### config.mk
export PLATFORM = sky130hd
export DESIGN_NAME = fp_add_sequencer
export DESIGN_NICKNAME = d
export VERILOG_FILES = /design/src/rtl/fp_pkg.sv /design/src/rtl/fp_special_classifier.sv /design/src/rtl/fp_add_sequencer.sv
export SDC_FILE = /design/constraint.sdc
export NUM_CORES = 1
export LEC_CHECK = 0
export ABC_AREA = 1
export CELL_PAD_IN_SITES_DETAIL_PLACEMENT = 2
export CELL_PAD_IN_SITES_GLOBAL_PLACEMENT = 2
export CORE_ASPECT_RATIO = 0.8
export CORE_UTILIZATION = 20
export DETAILED_ROUTE_END_ITERATION = 8
export PLACE_DENSITY_LB_ADDON = 0.3
export SLEW_MARGIN = 20
export SYNTH_ARGS = -nofsm -noshare
export SYNTH_HDL_FRONTEND = slang
export SYNTH_SLANG_ARGS = --single-unit
### constraint.sdc
create_clock -name Clk -period 2.2 [get_ports Clk]
set_clock_uncertainty 0.1 [all_clocks]
set_input_delay 0.33 -clock Clk [delete_from_list [all_inputs] [get_ports Clk]]
set_output_delay 0.33 -clock Clk [all_outputs]
set_load 0.005 [all_outputs]
### src/rtl/fp_pkg.sv
//------------------------------------------------------------------------------
// Module      : fp_pkg
// Description : IEEE-754 single-precision field positions, constants, flag
//               indices, sequencer state encoding and the result post-check.
// Revision    : 1.0 - initial release
//------------------------------------------------------------------------------
`default_nettype none

package fp_pkg;

    localparam int SIGN_BIT = 31;
    localparam int EXP_MSB  = 30;
    localparam int EXP_LSB  = 23;
    localparam int MANT_MSB = 22;

    localparam logic [7:0]  EXP_MAX = 8'hFF;
    localparam logic [31:0] QNAN    = 32'h7FC0_0000;
    localparam logic [31:0] POS_INF = 32'h7F80_0000;
    localparam logic [31:0] NEG_INF = 32'hFF80_0000;

    // out_flags = {nan, inf, zero, bypass}
    localparam int FLAG_NAN    = 3;
    localparam int FLAG_INF    = 2;
    localparam int FLAG_ZERO   = 1;
    localparam int FLAG_BYPASS = 0;

    typedef enum logic [1:0] {
        IDLE  = 2'd0,
        ISSUE = 2'd1,
        WAIT  = 2'd2,
        RESP  = 2'd3
    } seq_state_t;

    typedef struct packed {
        logic [31:0] value;
        logic [3:0]  flags;
    } fp_result_t;

    // Saturate an all-ones exponent to infinity and flush a zero exponent.
    function automatic fp_result_t post_check(input logic [31:0] sum);
        fp_result_t r;
        r.value = sum;
        r.flags = '0;
        if (sum[EXP_MSB:EXP_LSB] == EXP_MAX) begin
            r.value          = {sum[SIGN_BIT], EXP_MAX, 23'b0};
            r.flags[FLAG_INF] = 1'b1;
        end else if (sum[EXP_MSB:EXP_LSB] == 8'h00) begin
            r.value           = {sum[SIGN_BIT], 31'b0};
            r.flags[FLAG_ZERO] = 1'b1;
        end
        return r;
    endfunction

endpackage

`default_nettype wire

### src/rtl/fp_special_classifier.sv
//------------------------------------------------------------------------------
// Module      : fp_special_classifier
// Description : Combinational detection of operand pairs whose sum is known
//               without the adder core (NaN, inf, zero, exact cancellation).
// Revision    : 1.0 - initial release
//------------------------------------------------------------------------------
`default_nettype none

module fp_special_classifier
    import fp_pkg::*;
(
    input  logic [31:0] a,
    input  logic [31:0] b,
    output logic        is_special,
    output logic [31:0] bypass_result,
    output logic [3:0]  bypass_flags
);

    logic        w_sa, w_sb;
    logic [7:0]  w_ea, w_eb;
    logic [22:0] w_ma, w_mb;
    logic        w_zero_a, w_zero_b, w_nan_a, w_nan_b, w_inf_a, w_inf_b;

    assign w_sa = a[SIGN_BIT];
    assign w_sb = b[SIGN_BIT];
    assign w_ea = a[EXP_MSB:EXP_LSB];
    assign w_eb = b[EXP_MSB:EXP_LSB];
    assign w_ma = a[MANT_MSB:0];
    assign w_mb = b[MANT_MSB:0];

    // Denormals are flushed: any zero exponent counts as a signed zero.
    assign w_zero_a = (w_ea == 8'h00);
    assign w_zero_b = (w_eb == 8'h00);
    assign w_nan_a  = (w_ea == EXP_MAX) && (w_ma != '0);
    assign w_nan_b  = (w_eb == EXP_MAX) && (w_mb != '0);
    assign w_inf_a  = (w_ea == EXP_MAX) && (w_ma == '0);
    assign w_inf_b  = (w_eb == EXP_MAX) && (w_mb == '0);

    always_comb begin
        is_special    = 1'b1;
        bypass_result = '0;
        bypass_flags  = '0;
        bypass_flags[FLAG_BYPASS] = 1'b1;
        if (w_nan_a || w_nan_b || (w_inf_a && w_inf_b && (w_sa != w_sb))) begin
            bypass_result          = QNAN;
            bypass_flags[FLAG_NAN] = 1'b1;
        end else if (w_inf_a) begin
            bypass_result          = w_sa ? NEG_INF : POS_INF;
            bypass_flags[FLAG_INF] = 1'b1;
        end else if (w_inf_b) begin
            bypass_result          = w_sb ? NEG_INF : POS_INF;
            bypass_flags[FLAG_INF] = 1'b1;
        end else if (w_zero_a && w_zero_b) begin
            bypass_result           = {w_sa & w_sb, 31'b0};
            bypass_flags[FLAG_ZERO] = 1'b1;
        end else if (w_zero_a) begin
            bypass_result = b;
        end else if (w_zero_b) begin
            bypass_result = a;
        end else if ((w_ea == w_eb) && (w_ma == w_mb) && (w_sa != w_sb)) begin
            bypass_result           = '0;
            bypass_flags[FLAG_ZERO] = 1'b1;
        end else begin
            is_special   = 1'b0;
            bypass_flags = '0;
        end
    end

endmodule

`default_nettype wire

### src/rtl/fp_add_sequencer.sv
//------------------------------------------------------------------------------
// Module      : fp_add_sequencer
// Description : Handshake wrapper around a pipelined FP adder core: issues one
//               load per operand pair, captures and post-checks the sum.
// Revision    : 1.0 - initial release
//------------------------------------------------------------------------------
`default_nettype none

module fp_add_sequencer
    import fp_pkg::*;
#(
    parameter int ADDER_LATENCY = 4,
    parameter int DATA_W        = 32
) (
    input  logic              Clk,
    input  logic              Reset,
    input  logic              in_valid,
    output logic              in_ready,
    input  logic [DATA_W-1:0] in_a,
    input  logic [DATA_W-1:0] in_b,
    output logic [DATA_W-1:0] add_a,
    output logic [DATA_W-1:0] add_b,
    output logic              add_load,
    input  logic [DATA_W-1:0] add_result,
    output logic              out_valid,
    input  logic              out_ready,
    output logic [DATA_W-1:0] out_result,
    output logic [3:0]        out_flags
);

    localparam int CNT_W = (ADDER_LATENCY > 1) ? $clog2(ADDER_LATENCY) : 1;
    localparam logic [CNT_W-1:0] C_CNT_LOAD = CNT_W'(ADDER_LATENCY - 1);

    seq_state_t        r_state, w_state_next;
    logic [CNT_W-1:0]  r_cnt;
    logic [31:0]       r_add_a, r_add_b, r_out_result;
    logic [3:0]        r_out_flags;
    logic              r_out_valid;

    logic              w_is_special;
    logic [31:0]       w_bypass_result;
    logic [3:0]        w_bypass_flags;
    fp_result_t        w_post;

    fp_special_classifier u_classifier (
        .a             (in_a),
        .b             (in_b),
        .is_special    (w_is_special),
        .bypass_result (w_bypass_result),
        .bypass_flags  (w_bypass_flags)
    );

    assign w_post = post_check(add_result);

    always_ff @(posedge Clk) begin
        if (Reset) begin
            r_state <= IDLE;
        end else begin
            r_state <= w_state_next;
        end
    end

    always_comb begin
        w_state_next = r_state;
        case (r_state)
            IDLE:    if (in_valid) w_state_next = w_is_special ? RESP : ISSUE;
            ISSUE:   w_state_next = WAIT;
            WAIT:    if (r_cnt == '0) w_state_next = RESP;
            RESP:    if (r_out_valid && out_ready) w_state_next = IDLE;
            default: w_state_next = IDLE;
        endcase
    end

    always_ff @(posedge Clk) begin
        if (Reset) begin
            r_cnt        <= '0;
            r_add_a      <= '0;
            r_add_b      <= '0;
            r_out_valid  <= 1'b0;
            r_out_result <= '0;
            r_out_flags  <= '0;
        end else begin
            case (r_state)
                IDLE: begin
                    if (in_valid) begin
                        r_add_a <= in_a;
                        r_add_b <= in_b;
                        if (w_is_special) begin
                            r_out_result <= w_bypass_result;
                            r_out_flags  <= w_bypass_flags;
                        end
                    end
                end
                ISSUE: r_cnt <= C_CNT_LOAD;
                WAIT: begin
                    // Counter hits zero in the cycle the core presents the sum.
                    if (r_cnt == '0) begin
                        r_out_result <= w_post.value;
                        r_out_flags  <= w_post.flags;
                    end else begin
                        r_cnt <= r_cnt - 1'b1;
                    end
                end
                RESP: begin
                    if (!r_out_valid) begin
                        r_out_valid <= 1'b1;
                    end else if (out_ready) begin
                        r_out_valid <= 1'b0;
                    end
                end
                default: ;
            endcase
        end
    end

    assign in_ready   = (r_state == IDLE);
    assign add_load   = (r_state == ISSUE);
    assign add_a      = r_add_a;
    assign add_b      = r_add_b;
    assign out_valid  = r_out_valid;
    assign out_result = r_out_result;
    assign out_flags  = r_out_flags;

endmodule

`default_nettype wire

After elaboration in Yosys (flattened, before gate mapping):

Index checks and enable logic that the tools add are counted.

* register bits after elaboration: 105
* latch bits: 0
* RAM bits: 0
* bits in read-only memories: 0
* input bits: 100
* output and inout bits: 103
* logic and storage cells: 100
* memories kept: 0

* $add $sub $neg: 1
* multipliers: 0
* divide/modulo/power cells: 0
* $lt $le $gt $ge: 0
* eq/ne operators: 14
* shift operators: 0
* mux-type cells: 50
* bitwise logic cells: 1
* reduce and logical (&&, ||, !) cells: 27

Operator list (number)
* 32-bit two-way mux: 11
* 32-bit case mux with 2 select lines: 1
* 31-bit two-way mux: 2
* 23-bit zero test: 2
* 23-bit nonzero test: 2
* 8-bit equality test, second input constant: 3
* 8-bit zero test: 3
* 23-bit equality test: 1
* 1-bit two-way mux: 19
* 2-bit two-way mux: 9
* 4-bit two-way mux: 4
* 1-bit logical AND: 10
* 8-bit equality test: 1
* 2-bit inequality test, second input constant: 4
* 2-bit case mux with 4 select lines: 1
* 4-bit case mux with 2 select lines: 1
* 2-bit equality test, second input constant: 2
* 2-bit zero test: 2
* 2-bit case mux with 2 select lines: 1
* 2-bit AND reduction: 2
* 4-bit AND reduction: 1
* 2-bit nonzero test: 2
* 3-bit two-way mux: 1
* 3-bit AND reduction: 1
* 6 further kinds: 7

Depth between registers and ports, before layout:

Gate-level depths: netlist of run 1.

* depth in word-level cells: 13
* gate-level depth with buffers: 15

Modules after synthesis:

From an unflattened synthesis of run 1, not the netlist that was laid out.

* cells, all modules: 1060
* area, all modules: 6446.2 um^2

By module, submodules not included
* fp_add_sequencer: times used 1, cells each 710, area each 4717.0 um^2, seq. area each 2102.0 um^2
* fp_special_classifier: times used 1, cells each 350, area each 1729.2 um^2, seq. area each 0.0 um^2

Worst setup path after synthesis of run 1:

OpenSTA, ideal clock, no wires.

* path kind: reg2reg
* start: reg r_state[0]
* end: reg r_out_result[10], in the netlist out_result[10]
* setup time: 0.112 ns
* arrival: 1.833 ns
* required time: 1.988 ns
* setup slack: 0.156 ns
* stages on the path, launching flop included: 13
* clock period less this slack: 2.044 ns
* cells stage by stage: dfxtp_1 inv_1 ha_1 buf_2 inv_2 or2_4 o21ai_0 a21oi_2 nand2_4 buf_6 buf_12 nor2_2 nor2_1

* word-level cells in the longest chain between the ends: 3

Ends and longest elaborated chain
* from (decl): RTL line fp_add_sequencer.sv:34 `seq_state_t r_state, w_state_next;`
* from (signal assigned): RTL line fp_add_sequencer.sv:59 `r_state <= w_state_next;`
* 2-bit equality test or 2-bit zero test (tied branches): RTL line fp_add_sequencer.sv:83 `case (r_state)`
* 2-bit inequality test (no line) (tied with other cells)
* 4-bit AND reduction (no line)
* to (signal assigned): RTL line fp_add_sequencer.sv:89 `r_out_result <= w_bypass_result;`
* to (signal assigned): RTL line fp_add_sequencer.sv:98 `r_out_result <= w_post.value;`
* to (decl): RTL line fp_add_sequencer.sv:36 `logic [31:0] r_add_a, r_add_b, r_out_result;`

Parallel ways exist; a longest one is shown, timed or not.
A chain may end at the register's enable or synchronous reset.

Worst setup path after layout of run 1:

* start: in in_a[30]
* end: reg r_out_result[22], in the netlist out_result[22]

* word-level cells in the longest chain between the ends: 12

Ends and longest elaborated chain
* from (decl): RTL line fp_add_sequencer.sv:19 `input logic [DATA_W-1:0] in_a,`
* 8-bit equality test: RTL line fp_special_classifier.sv:60 `end else if ((w_ea == w_eb) && (w_ma == w_mb) && (w_sa != w_sb)) begin`
* 1-bit logical AND (2 in series): RTL line fp_special_classifier.sv:60
* 1-bit two-way mux: RTL line fp_special_classifier.sv:60
* 1-bit two-way mux: RTL line fp_special_classifier.sv:58 `end else if (w_zero_b) begin`
* 1-bit two-way mux: RTL line fp_special_classifier.sv:56 `end else if (w_zero_a) begin`
* 1-bit two-way mux: RTL line fp_special_classifier.sv:53 `end else if (w_zero_a && w_zero_b) begin`
* 1-bit two-way mux: RTL line fp_special_classifier.sv:50 `end else if (w_inf_b) begin`
* 1-bit two-way mux: RTL line fp_special_classifier.sv:47 `end else if (w_inf_a) begin`
* 1-bit two-way mux: RTL line fp_special_classifier.sv:44 `if (w_nan_a || w_nan_b || (w_inf_a && w_inf_b && (w_sa != w_sb))) begin`
* 2-bit by 1-bit inequality test with 1-bit output (no line)
* 4-bit AND reduction (no line)

Parallel ways exist; a longest one is shown, timed or not. The select of a mux whose other input is x is not followed.

==> results, run 1 <==
- The smallest clock period supported by the final layout is computed as 2.167 ns.
- For this run, the slowest stage of the critical path takes 0.50 ns.
- Summing over every cut layer, the via total after detailed routing is 7004.
- The number of global-route vias before repair is 7616.
- The count of buffers added on input and output ports is 202.
- The post-route clock period utilization is 98.52%.
- In this run the critical register-to-register path is captured at out_result[14].
- The maximum clock insertion buffer count is 2.
- The number of synthesized register bits is 105.
- The largest voltage drop on the vdd net is 0.5305 mV.
- The register-to-register path setup slack is 0.11 ns.
- After legalization and detailed placement, the total HPWL measured 21770 um.
- Of all nets on the critical path, the largest fanout is 12.
- Global routing used 18.99% of the available tracks.
- The tree is rooted in a sky130_fd_sc_hd__clkbuf_16.
- Data arrives at the worst endpoint at 2.36 ns.
- The startpoint of the tightest hold check path is in_b[0].
- Across the run, the number of max-cap violations was 0.
- The Yosys step of the flow raised 0 warnings.
- The hold violation total from the final report is 0.
- The library cells used most frequently in the layout, excluding fill and tap cells, are sky130_fd_sc_hd__nand2_1, sky130_fd_sc_hd__clkdlybuf4s50_1, sky130_fd_sc_hd__buf_4.
- The worst hold path terminates at add_b[0].
- The average wire per cell in the routed design is 18.03 um.
- Data on the critical path is required at its endpoint by 2.39 ns.
- Broken down by cell family, the worst path's largest delay share belongs to simple AND/OR/NAND/NOR gates.
- The number of antenna violations at the first check in global routing is 1.
- The number of DRC markers after the initial detailed-route iteration is 194.
- The share of the Yosys chip area taken by registers is 37.18%.
- The flow ran to the end, and the final reports show no timing, DRC or antenna violations.
- The static leakage is 0.004789 uW.
- The placer's final routability congestion estimate is 0.8177.
- The I/O pin count is 203.
- The max-slew violation count came to 0.
- Traced cell by cell, the critical path runs through clkdlybuf4s50_1 -> buf_4 -> nand4_1 -> nor2_2 -> nand4_1 -> nand3_2 -> nor2_4 -> nand3_4 -> nand2_8 -> buf_12 -> nand2_1 -> nand2_1 -> nor2_1.
- The number of distinct library cell variants in the gate-level netlist after synthesis is 34.
- The clock network latency to the later pin of the worst-skew pair is 0.36 ns.
- For the pin with the worst max-slew slack, the measured transition is 0.4059 ns.
- The share of Yosys cell area claimed by the top area cell type is 37.18%.
- The largest area contributor in the netlist is sky130_fd_sc_hd__dfxtp_1.
- The die covers 28950 sq um.
- In the post-synthesis netlist, the biggest area contributors are sky130_fd_sc_hd__dfxtp_1, sky130_fd_sc_hd__nand2_1, sky130_fd_sc_hd__nor2_1.
- The clock-pin slew of the registers on the worst-case setup and hold paths is 0.08 ns.
- The number of levels in the clock H-tree is 3.
- The power density over the cells is 1037 nW/um^2.
- The largest net degree at the start of global routing is 80.
- Leaving out fill and tap cells, the most frequent cell in the layout is sky130_fd_sc_hd__nand2_1.
- The worst hold path was traced through 3 stages.
- TritonCTS built the clock tree.
- The die is 190.0 um wide.
- Setup repair after global routing could not meet its margin everywhere.
- The count of TritonRoute iterations in the first routing pass is 6.
- The remaining design rule violation count is 0.
- The total power draw is 10060 uW.
- The maximum operating frequency is 461.4 MHz.
- The floorplan core area is 27500 sq um.
- The worst setup path is launched from an input port.
- The remaining max-slew budget at the tightest pin is 72.66%.
- The net count of the finished layout is 1317.
- The CTS buffer count is 9.
- Once detail routing completed, the nets flagged for antenna violations numbered 0.
- The critical path crosses 13 cells after its start point.
- The number of buffers and inverters on the critical path is 3.
- The post-synth net total is 1012.
- Setup violations remaining at the end of the flow were counted as 0.
- The row count is 54.
- The die is 152.4 um tall.
- The smallest hold slack is 0.2435 ns.
- The wire length of the first global-routing pass is 42490 um.
- The count of clock tree sinks is 105.
- The worst hold path class is in -> reg.
- For the final routed database, the setup TNS stands at 0 ns.
- Measured in cells, the most critical reg-to-reg path has a length of 11.
- The category of the worst setup path capture point is a flip-flop.
- After global routing the overflow that remains totals 0.
- In the final layout, the share of cells above drive strength 1 is 18.91%.
- The post-synthesis to final-layout area growth is 71.67%.
- The mapped cell area is 5653 sq um.
- In the routed layout, each cell is associated on average with a via count of 4.430.
- After technology mapping, the gate count stands at 906.
- The average size of a mapped cell is 6.239 sq um.
- In this run the critical register-to-register path is launched from r_state[0].
- For this block, the routed nets add up to 28500 um of wire.
- For this configuration, the core starts out at a cell density of 20.56%.
- The critical path class is in -> reg.
- For this design, the slowest cell found on the critical path is sky130_fd_sc_hd__clkdlybuf4s50_1.
==> cells in the mapped netlist <==
master,instances
sky130_fd_sc_hd__nand2_1,254
sky130_fd_sc_hd__buf_12,1
sky130_fd_sc_hd__ha_1,6
sky130_fd_sc_hd__nor2_1,121
sky130_fd_sc_hd__buf_4,1
sky130_fd_sc_hd__or2_2,2
sky130_fd_sc_hd__nand3_4,1
sky130_fd_sc_hd__o21ai_1,1
sky130_fd_sc_hd__a211oi_1,1
sky130_fd_sc_hd__dfxtp_1,105
sky130_fd_sc_hd__a21oi_1,75
sky130_fd_sc_hd__nand4_1,12
sky130_fd_sc_hd__nand2_4,2
sky130_fd_sc_hd__o21a_1,1
sky130_fd_sc_hd__xor2_1,1
sky130_fd_sc_hd__buf_1,1
sky130_fd_sc_hd__buf_2,6
sky130_fd_sc_hd__o21ai_0,82
sky130_fd_sc_hd__nand3_1,41
sky130_fd_sc_hd__or2_4,1
sky130_fd_sc_hd__nand4_2,1
sky130_fd_sc_hd__a21oi_2,1
sky130_fd_sc_hd__inv_1,101
sky130_fd_sc_hd__nor3_1,2
sky130_fd_sc_hd__o22ai_1,21
sky130_fd_sc_hd__buf_6,1
sky130_fd_sc_hd__nor2_4,1
sky130_fd_sc_hd__inv_4,1
sky130_fd_sc_hd__nand2_2,1
sky130_fd_sc_hd__clkinv_1,1
sky130_fd_sc_hd__inv_2,9
sky130_fd_sc_hd__and2_1,1
sky130_fd_sc_hd__nor2_2,17
sky130_fd_sc_hd__clkbuf_1,33
==> worst register-to-register path, delay by kind of cell, from the launching register on <==
family | cells | cell delay [ns]
AOI/OAI and AO/OA | 2 | 0.43
adders and majority gates | 1 | 0.24
buffers and inverters | 4 | 0.49
DFF | 1 | 0.36
and+or+nand+nor | 4 | 0.37
==> routing by layer <==
layer  global-route usage [%]  vias up  wire [um]
li1                         -     3473          -
met1                    24.62     3365      13340
met2                    31.60      141      13340
met3                    4.192       25       1356
met4                    4.877        0        464
met5                        0        -          0
==> per-stage QoR <==
| step | worst slack, ns | cells | util, % | cell area, sq um |
|---|---|---|---|---|
| 2_1_floorplan | 0.1557 | 906 | - | 5653 |
| 3_3_place_gp | -0.3578 | 1552 | 32.68 | 8986 |
| 3_5_place_dp | -0.4449 | 1552 | 32.68 | 8986 |
| 4_1_cts | 0.004525 | 1568 | 33.82 | 9301 |
| 5_1_grt | -0.07616 | 1581 | 35.29 | 9704 |
| 6_report | 0.03263 | 1581 | 35.29 | 9704 |
==> cell families after synthesis <==
family	share of synthesized area [%]
adders and majority gates	1.328
buffers and inverters	10.96
xor gates and xnor gates	0.1550
and+or+nand+nor	33.64
AOI/OAI and AO/OA	16.73
DFF	37.18
==> power breakdown <==
part | internal (uW) | switching [uW]
clock network | 886 | 817
logic | 2670 | 2670
registers | 2610 | 418
total | 6160 | 3900
==> state kept, by name, summed over array words and instances, names as in the netlist <==
signal	cells
out_flags	4
r_cnt	2
out_valid	1
add_b	32
out_result	32
add_a	32
r_state	2
==> worst max path at each step <==
| stage | from | endpoint | slack, ns |
|---|---|---|---|
| final | in_a[30] | out_result[22] | 0.03 |
| after global routing | in_a[30] | out_result[22] | -0.08 |
| after global placement | in_b[29] | out_result[12] | -0.36 |
| after CTS | in_a[16] | out_result[30] | 0.005 |
| after detailed placement | in_b[29] | out_result[12] | -0.44 |
| after floorplan | r_state[0] | out_result[10] | 0.16 |
==> area by class of cell <==
class                           instances  area (sq um)
Inverter                              112         426.7
Timing Repair Buffer                  336          3314
Sequential cell                       105          2103
Clock buffer                            9         225.2
Multi-Input combinational cell        647          3107
Clock inverter                          7         70.07
Antenna cell                            1         2.502
Tap cell                              364         455.4
Fill cell                            3257         17790
==> what timing repair did <==
action | CTS | global route
cloned | 0 | 5
resized for setup | 11 | 89
pin swaps | 1 | 10
setup endpoints to repair | 35 | 37
hold buffers | 0 | 0
buffers inserted | 0 | 7
(Power assumes the default switching activity.)
==> inputs of run 2 (changes only) <==
--- a/config.mk
+++ b/config.mk
@@ -9,8 +9,9 @@
 export CELL_PAD_IN_SITES_DETAIL_PLACEMENT = 2
 export CELL_PAD_IN_SITES_GLOBAL_PLACEMENT = 2
 export CORE_ASPECT_RATIO = 0.8
-export CORE_UTILIZATION = 20
+export CORE_UTILIZATION = 29
 export DETAILED_ROUTE_END_ITERATION = 8
+export DONT_BUFFER_PORTS = 1
 export PLACE_DENSITY_LB_ADDON = 0.3
 export SLEW_MARGIN = 20
 export SYNTH_ARGS = -nofsm -noshare
==> results, run 2 (synthesis gave the netlist of run 1 again) <==
- The category of the worst setup path capture point is a flip-flop (unchanged).
- The number of setup violations in the final report came to 0 (unchanged).
- The maximum clock insertion buffer count is 2 (unchanged).
- The number of global-route vias before repair is 6014 (was 7616).
- The slack of the critical path is 0.2768 ns (was 0.03263 ns).
- The number of levels in the clock H-tree is 3 (unchanged).
- The final cell utilization of the core was 33.57% (was 35.29%).
- The via count is 5614 (was 7004).
- The largest net degree at the start of global routing is 64 (was 80).
- Outcome: completed (unchanged).
- The detailed placement HPWL was 17080 um (was 21770 um).
- The post-CTS setup buffer count came to 0 (unchanged).
- The die area is 20060 sq um (was 28950 sq um).
- The static leakage is 0.003091 uW (was 0.004789 uW).
- The number of gates resized after CTS came to 0 (was 11).
- The width of the die was 158.1 um (was 190.0 um).
- The largest fanout on the critical path is 22 (was 12).
- The max-slew violation count was 0 (unchanged).
- The count of clock tree sinks is 105 (unchanged).
- The maximum operating frequency came to 520.0 MHz (was 461.4 MHz).
- The critical path class was reg -> reg (was in -> reg).
- The CTS buffer count is 9 (unchanged).
- The TritonCTS clock tree is yes (unchanged).
- The row count is 45 (was 54).
- The share of final-layout standard cells stronger than drive strength 1 came to 8.850% (was 18.91%).
- The largest voltage drop on the vdd net was 0.4603 mV (was 0.5305 mV).
- The leading cell type in the layout, fill and taps excluded is sky130_fd_sc_hd__nand2_1 (unchanged).
- The hold violation total from the final report came to 0 (unchanged).
- The max capacitance violation total is 0 (unchanged).
- The clock-pin slew of the registers on the worst-case setup and hold paths came to 0.07 ns (was 0.08 ns).
- The count of TritonRoute iterations in the first routing pass is 4 (was 6).
- The critical path required time is 2.39 ns (about the same).
- The placer's final routability congestion estimate is 0.8136 (was 0.8177).
- The average wire per cell in the routed design came to 18.66 um (was 18.03 um).
- The power density over the cells was 1229 nW/um^2 (was 1037 nW/um^2).
- The final routed wirelength across all metal layers is 21680 um (was 28500 um).
- The library cell used as clock root buffer is sky130_fd_sc_hd__clkbuf_16 (unchanged).
- The total congestion overflow is 0 (unchanged).
- The number of nets in the layout came to 1005 (was 1317).
- The worst hold path class is in -> reg (unchanged).
- The count of hold-fix buffers inserted at cts was 1 (was 0).
- The detailed-route vias per instance came to 4.831 (was 4.430).
- The worst-margin pin slew is 0.3467 ns (was 0.4059 ns).
- The initial cell density of the core came to 29.70% (was 20.56%).
- The count of input and output buffers is 0 (was 202).
- The number of DRC markers after the initial detailed-route iteration is 171 (was 194).
- The post-synthesis to final-layout area growth is 13.01% (was 71.67%).
- The arrival time of data at the critical path endpoint was 2.11 ns (was 2.36 ns).
- The final critical-path required period is 1.923 ns (was 2.167 ns).
- Setup repair after global routing missed its margin: no (was yes).
- The chip height is 126.9 um (was 152.4 um).
- The number of nets with antenna violations after detailed routing is 0 (unchanged).
- Highest-count cells in the layout ignoring fill and taps: sky130_fd_sc_hd__nand2_1, sky130_fd_sc_hd__nor2_1, sky130_fd_sc_hd__dfxtp_1 (was sky130_fd_sc_hd__nand2_1, sky130_fd_sc_hd__clkdlybuf4s50_1, sky130_fd_sc_hd__buf_4).
- The number of antenna violations at the first check in global routing is 0 (was 1).
- The total global-route track usage is 22.06% (was 18.99%).
- The remaining max-slew budget at the tightest pin is 76.64% (was 72.66%).
- The total negative slack for setup checks is 0 ns (unchanged).
- The post-route clock period utilization came to 87.42% (was 98.52%).
- The remaining design rule violation count was 0 (unchanged).
- The clock network latency to the later pin of the worst-skew pair is 0.35 ns (was 0.36 ns).
- The count of inserted antenna diode cells is 0 (was 1).
- The minimum setup slack after placement came to 0.08136 ns (was -0.4449 ns).
- The I/O pin count is 203 (unchanged).
- The wire length of the first global-routing pass is 33640 um (was 42490 um).
- The critical path startpoint category was a flip-flop (was input port).
- The floorplan core area is 19030 sq um (was 27500 sq um).
[run 2: cell types whose count changed in the layout (fill, tap and decap cells not counted), sizes merged, moves of 2 or more]
cell / delta
clkdlybuf4s50: -157
buf: -107
dlymetal6s2s: -41
dlygate4sd2: -4
clkinv: -2
[run 2: cell type report]
class | count | area, sq um
sequential | 105 | 2102
fill | 2360 | 12640
multi-input combinational | 646 | 2934
inverter | 112 | 424.2
tap | 258 | 322.8
timing repair buffer | 25 | 265.3
clock buffer | 12 | 266.5
clock inverter | 4 | 73.82
[run 2: metrics by stage]
| stage | hold WS, ns | total power [uW] | area, sq um | std cells |
|---|---|---|---|---|
| 2_1_floorplan | 0.3439 | 5148 | 5653 | 906 |
| 3_3_place_gp | 0.3017 | 5946 | 6038 | 1145 |
| 3_5_place_dp | 0.3026 | 6082 | 6038 | 1145 |
| 4_1_cts | 0.004570 | 8016 | 6389 | 1162 |
| 5_1_grt | 0.02146 | 8536 | 6389 | 1162 |
| 6_report | 0.01885 | 7852 | 6389 | 1162 |
[run 2: layer usage]
metal	up-vias	track usage [%]	part of all wire, %
met5	-	0	0
met4	0	5.373	1.2
li1	2840	-	-
met3	15	7.892	8.6
met1	2629	27.47	44
met2	130	35.99	46
[run 2: worst max-delay path, cell delays in order, from the launching register on]
cell and delay [ns]:
sky130_fd_sc_hd__dfxtp_1 0.37, sky130_fd_sc_hd__inv_1 0.09, sky130_fd_sc_hd__ha_1 0.24, sky130_fd_sc_hd__inv_2 0.07
sky130_fd_sc_hd__or2_4 0.13, sky130_fd_sc_hd__o21ai_0 0.12, sky130_fd_sc_hd__a21oi_2 0.24, sky130_fd_sc_hd__nand2_4 0.11
sky130_fd_sc_hd__buf_12 0.17, sky130_fd_sc_hd__nand2_1 0.07, sky130_fd_sc_hd__nand2_1 0.05, sky130_fd_sc_hd__nor2_1 0.10
[run 2: worst paths after layout]
kind | depth (start not counted) | startpoint | to | slack (ns)
worst max-delay path | 11 | r_state[0] | out_result[8] | 0.28
worst min register to register | 2 | r_cnt[1] | r_cnt[1] | 0.38
worst min-delay path | 2 | in_a[29] | add_a[29] | 0.02
worst max register to register | 11 | r_state[0] | out_result[8] | 0.28
[run 2: report_power, final]
group | leakage, uW | switching [uW] | internal, uW
sequential | 0.000866 | 571 | 2610
combinational | 0.00206 | 1800 | 1010
clock | 0.000169 | 767 | 1090
total | 0.00309 | 3140 | 4710
==> inputs of run 3 (changes only) <==
--- a/config.mk
+++ b/config.mk
@@ -9,7 +9,8 @@
 export CELL_PAD_IN_SITES_DETAIL_PLACEMENT = 2
 export CELL_PAD_IN_SITES_GLOBAL_PLACEMENT = 2
 export CORE_ASPECT_RATIO = 0.8
-export CORE_UTILIZATION = 29
+export CORE_UTILIZATION = 32
+export CTS_CLUSTER_SIZE = 25
 export DETAILED_ROUTE_END_ITERATION = 8
 export DONT_BUFFER_PORTS = 1
 export PLACE_DENSITY_LB_ADDON = 0.3
==> constraint.sdc (replaced) <==
create_clock -name Clk -period 2.1 [get_ports Clk]
set_clock_uncertainty 0.1 [all_clocks]
set_input_delay 0.315 -clock Clk [delete_from_list [all_inputs] [get_ports Clk]]
set_output_delay 0.315 -clock Clk [all_outputs]
set_load 0.005 [all_outputs]
==> results, run 3 (synthesis gave the netlist of run 1 again) <==
- The count of input and output buffers came to 0 (unchanged).
- Outcome: completed (unchanged).
- The final routed wirelength across all metal layers is 22450 um (was 21680 um).
- The die area was 18200 sq um (was 20060 sq um).
- The library cell used as clock root buffer is sky130_fd_sc_hd__clkbuf_16 (unchanged).
- The maximum clock insertion buffer count came to 2 (unchanged).
- The detailed-route vias per instance is 5.108 (was 4.831).
- The largest fanout on the critical path was 34 (was 22).
- The clock group share of total power is 22.7% (was 23.7%).
- The total congestion overflow is 0 (unchanged).
- The power density over the cells is 1286 nW/um^2 (was 1229 nW/um^2).
- The remaining design rule violation count came to 0 (unchanged).
- The number of DRC markers after the initial detailed-route iteration is 212 (was 171).
- The largest net degree at the start of global routing is 68 (was 64).
- The instance area after placement is 6025 sq um (was 6038 sq um).
- The placer's final routability congestion estimate is 0.8713 (was 0.8136).
- The via count came to 5838 (was 5614).
- The leading cell type in the layout, fill and taps excluded was sky130_fd_sc_hd__nand2_1 (unchanged).
- The hold violation total from the final report is 0 (unchanged).
- The number of antenna violations at the first check in global routing is 0 (unchanged).
- The largest voltage drop on the vdd net is 0.4712 mV (was 0.4603 mV).
- The CTS buffer count is 9 (unchanged).
- The remaining max-slew budget at the tightest pin came to 66.45% (was 76.64%).
- The count of inserted antenna diode cells is 0 (unchanged).
- The number of nets in the layout is 1019 (was 1005).
- The static leakage came to 0.003130 uW (was 0.003091 uW).
- The critical path startpoint category is a flip-flop (unchanged).
- The final-layout fill cell count is 2135 (was 2360).
- The number of global-route vias before repair is 6194 (was 6014).
- Highest-count cells in the layout ignoring fill and taps: sky130_fd_sc_hd__nand2_1, sky130_fd_sc_hd__nor2_1, sky130_fd_sc_hd__dfxtp_1 (unchanged).
- The fraction of power consumed by combinational cells is 36.8% (was 35.8%).
- The fraction of power spent switching nets is 42.28% (was 40.01%).
- The clock network latency to the later pin of the worst-skew pair came to 0.36 ns (was 0.35 ns).
- The max capacitance violation total is 0 (unchanged).
- Setup repair after global routing missed its margin: no (unchanged).
- The clock-pin slew of the registers on the worst-case setup and hold paths was 0.08 ns (was 0.07 ns).
- The number of nets with antenna violations after detailed routing was 0 (unchanged).
- The chip height is 120.9 um (was 126.9 um).
- The row count is 43 (was 45).
- The total power draw is 8263 uW (was 7852 uW).
- The worst-margin pin slew is 0.5032 ns (was 0.3467 ns).
- The I/O pin count is 203 (unchanged).
- The critical path required time came to 2.26 ns (was 2.39 ns).
- The TritonCTS clock tree is yes (unchanged).
- The average wire per cell in the routed design came to 19.64 um (was 18.66 um).
- The count of clock tree sinks came to 105 (unchanged).
- The share of final-layout standard cells stronger than drive strength 1 is 9.804% (was 8.850%).
- The worst hold path class is in -> reg (unchanged).
- The width of the die is 150.6 um (was 158.1 um).
- The max-slew violation count came to 0 (unchanged).
- The category of the worst setup path capture point is a flip-flop (unchanged).
- The total internal power is 4770 uW (was 4710 uW).
- The critical path class is reg -> reg (unchanged).
- The total global-route track usage was 25.01% (was 22.06%).
- The floorplan core area came to 17320 sq um (was 19030 sq um).
- The total net switching power came to 3493 uW (was 3142 uW).
- The detailed placement HPWL is 17220 um (was 17080 um).
- The final critical-path required period is 1.981 ns (was 1.923 ns).
- The number of setup violations in the final report was 0 (unchanged).
- The arrival time of data at the critical path endpoint is 2.14 ns (was 2.11 ns).
- The post-route clock period utilization is 94.35% (was 87.42%).
- The initial cell density of the core is 32.63% (was 29.70%).
- The finished layout cell area was 6427 sq um (was 6389 sq um).
- The final cell utilization of the core was 37.10% (was 33.57%).
- The number of levels in the clock H-tree is 3 (unchanged).
- The count of TritonRoute iterations in the first routing pass came to 4 (unchanged).
- The maximum operating frequency is 504.7 MHz (was 520.0 MHz).
- The wire length of the first global-routing pass is 34580 um (was 33640 um).
- The sequential fraction of design power is 40.5% (about the same).
- The post-synthesis to final-layout area growth is 13.70% (was 13.01%).
run 3: cell count changes in the layout (fill, tap and decap cells not counted), moves of 3 or more:
cell	delta
sky130_fd_sc_hd__clkbuf_8	-3
sky130_fd_sc_hd__inv_6	+4
sky130_fd_sc_hd__dlygate4sd3_1	+7
sky130_fd_sc_hd__buf_4	+9
run 3: routing by layer:
metal  wire length (um)  track usage, %  vias to the layer above
met5                  0               0                        -
met4                327           6.563                        0
met3               1828           7.932                       19
met2              10300           40.75                      150
met1               9999           31.71                     2797
li1                   -               -                     2872
run 3: power groups by stage:
| stage | combinational, uW | clock [uW] | sequential, uW |
|---|---|---|---|
| final | 3040 | 1880 | 3350 |
| after global routing | 3460 | 1980 | 3460 |
| after CTS | 3080 | 1930 | 3370 |
| after detailed placement | 3020 | 0 | 3390 |
| after global placement | 2830 | 0 | 3380 |
| after floorplan | 2220 | 0 | 3170 |
run 3: worst paths after layout:
check | start | endpoint | slack [ns] | cells past startpoint
setup / recovery | r_state[0] | out_result[17] | 0.12 | 11
hold / removal | in_b[23] | add_b[23] | 0.02 | 2
setup reg to reg | r_state[0] | out_result[17] | 0.12 | 11
hold reg to reg | r_cnt[1] | r_cnt[1] | 0.38 | 2
run 3: area by class of cell:
type	count	area (sq um)	area share (%)
Sequential cell	105	2105	32.74
Multi-Input combinational cell	646	2937	45.69
Inverter	112	424.2	6.599
Tap cell	225	281.5	4.380
Clock buffer	9	225.2	3.504
Timing Repair Buffer	39	362.8	5.645
Clock inverter	7	92.59	1.441
run 3: worst max-delay path, stage by stage (launching register included):
cell and delay, ns:
sky130_fd_sc_hd__dfxtp_2 0.34, sky130_fd_sc_hd__inv_1 0.11, sky130_fd_sc_hd__ha_2 0.23, sky130_fd_sc_hd__inv_2 0.04
sky130_fd_sc_hd__or2_4 0.24, sky130_fd_sc_hd__o21ai_0 0.14, sky130_fd_sc_hd__a21oi_2 0.11, sky130_fd_sc_hd__nand2_4 0.13
sky130_fd_sc_hd__buf_12 0.20, sky130_fd_sc_hd__nand2_1 0.09, sky130_fd_sc_hd__nand2_1 0.08, sky130_fd_sc_hd__nor2_1 0.05
run 3: what timing repair did:
action	in CTS	in global routing
hold buffers	8	0
endpoints found under the hold margin	14	0
buffers inserted	0	0
resized for setup	0	3
setup endpoints to repair	0	22
run 3: through the flow:
step	hold WS (ns)	TNS [ns]	setup WS, ns	instances
floorplan	0.3439	0	0.05566	906
global placement	0.2870	0	0.07997	1119
detailed placement	0.2882	-0.006734	-0.005596	1119
CTS	0.004889	0	0.03268	1143
global route	0.02227	0	0.006028	1143
finish	0.01847	0	0.1187	1143
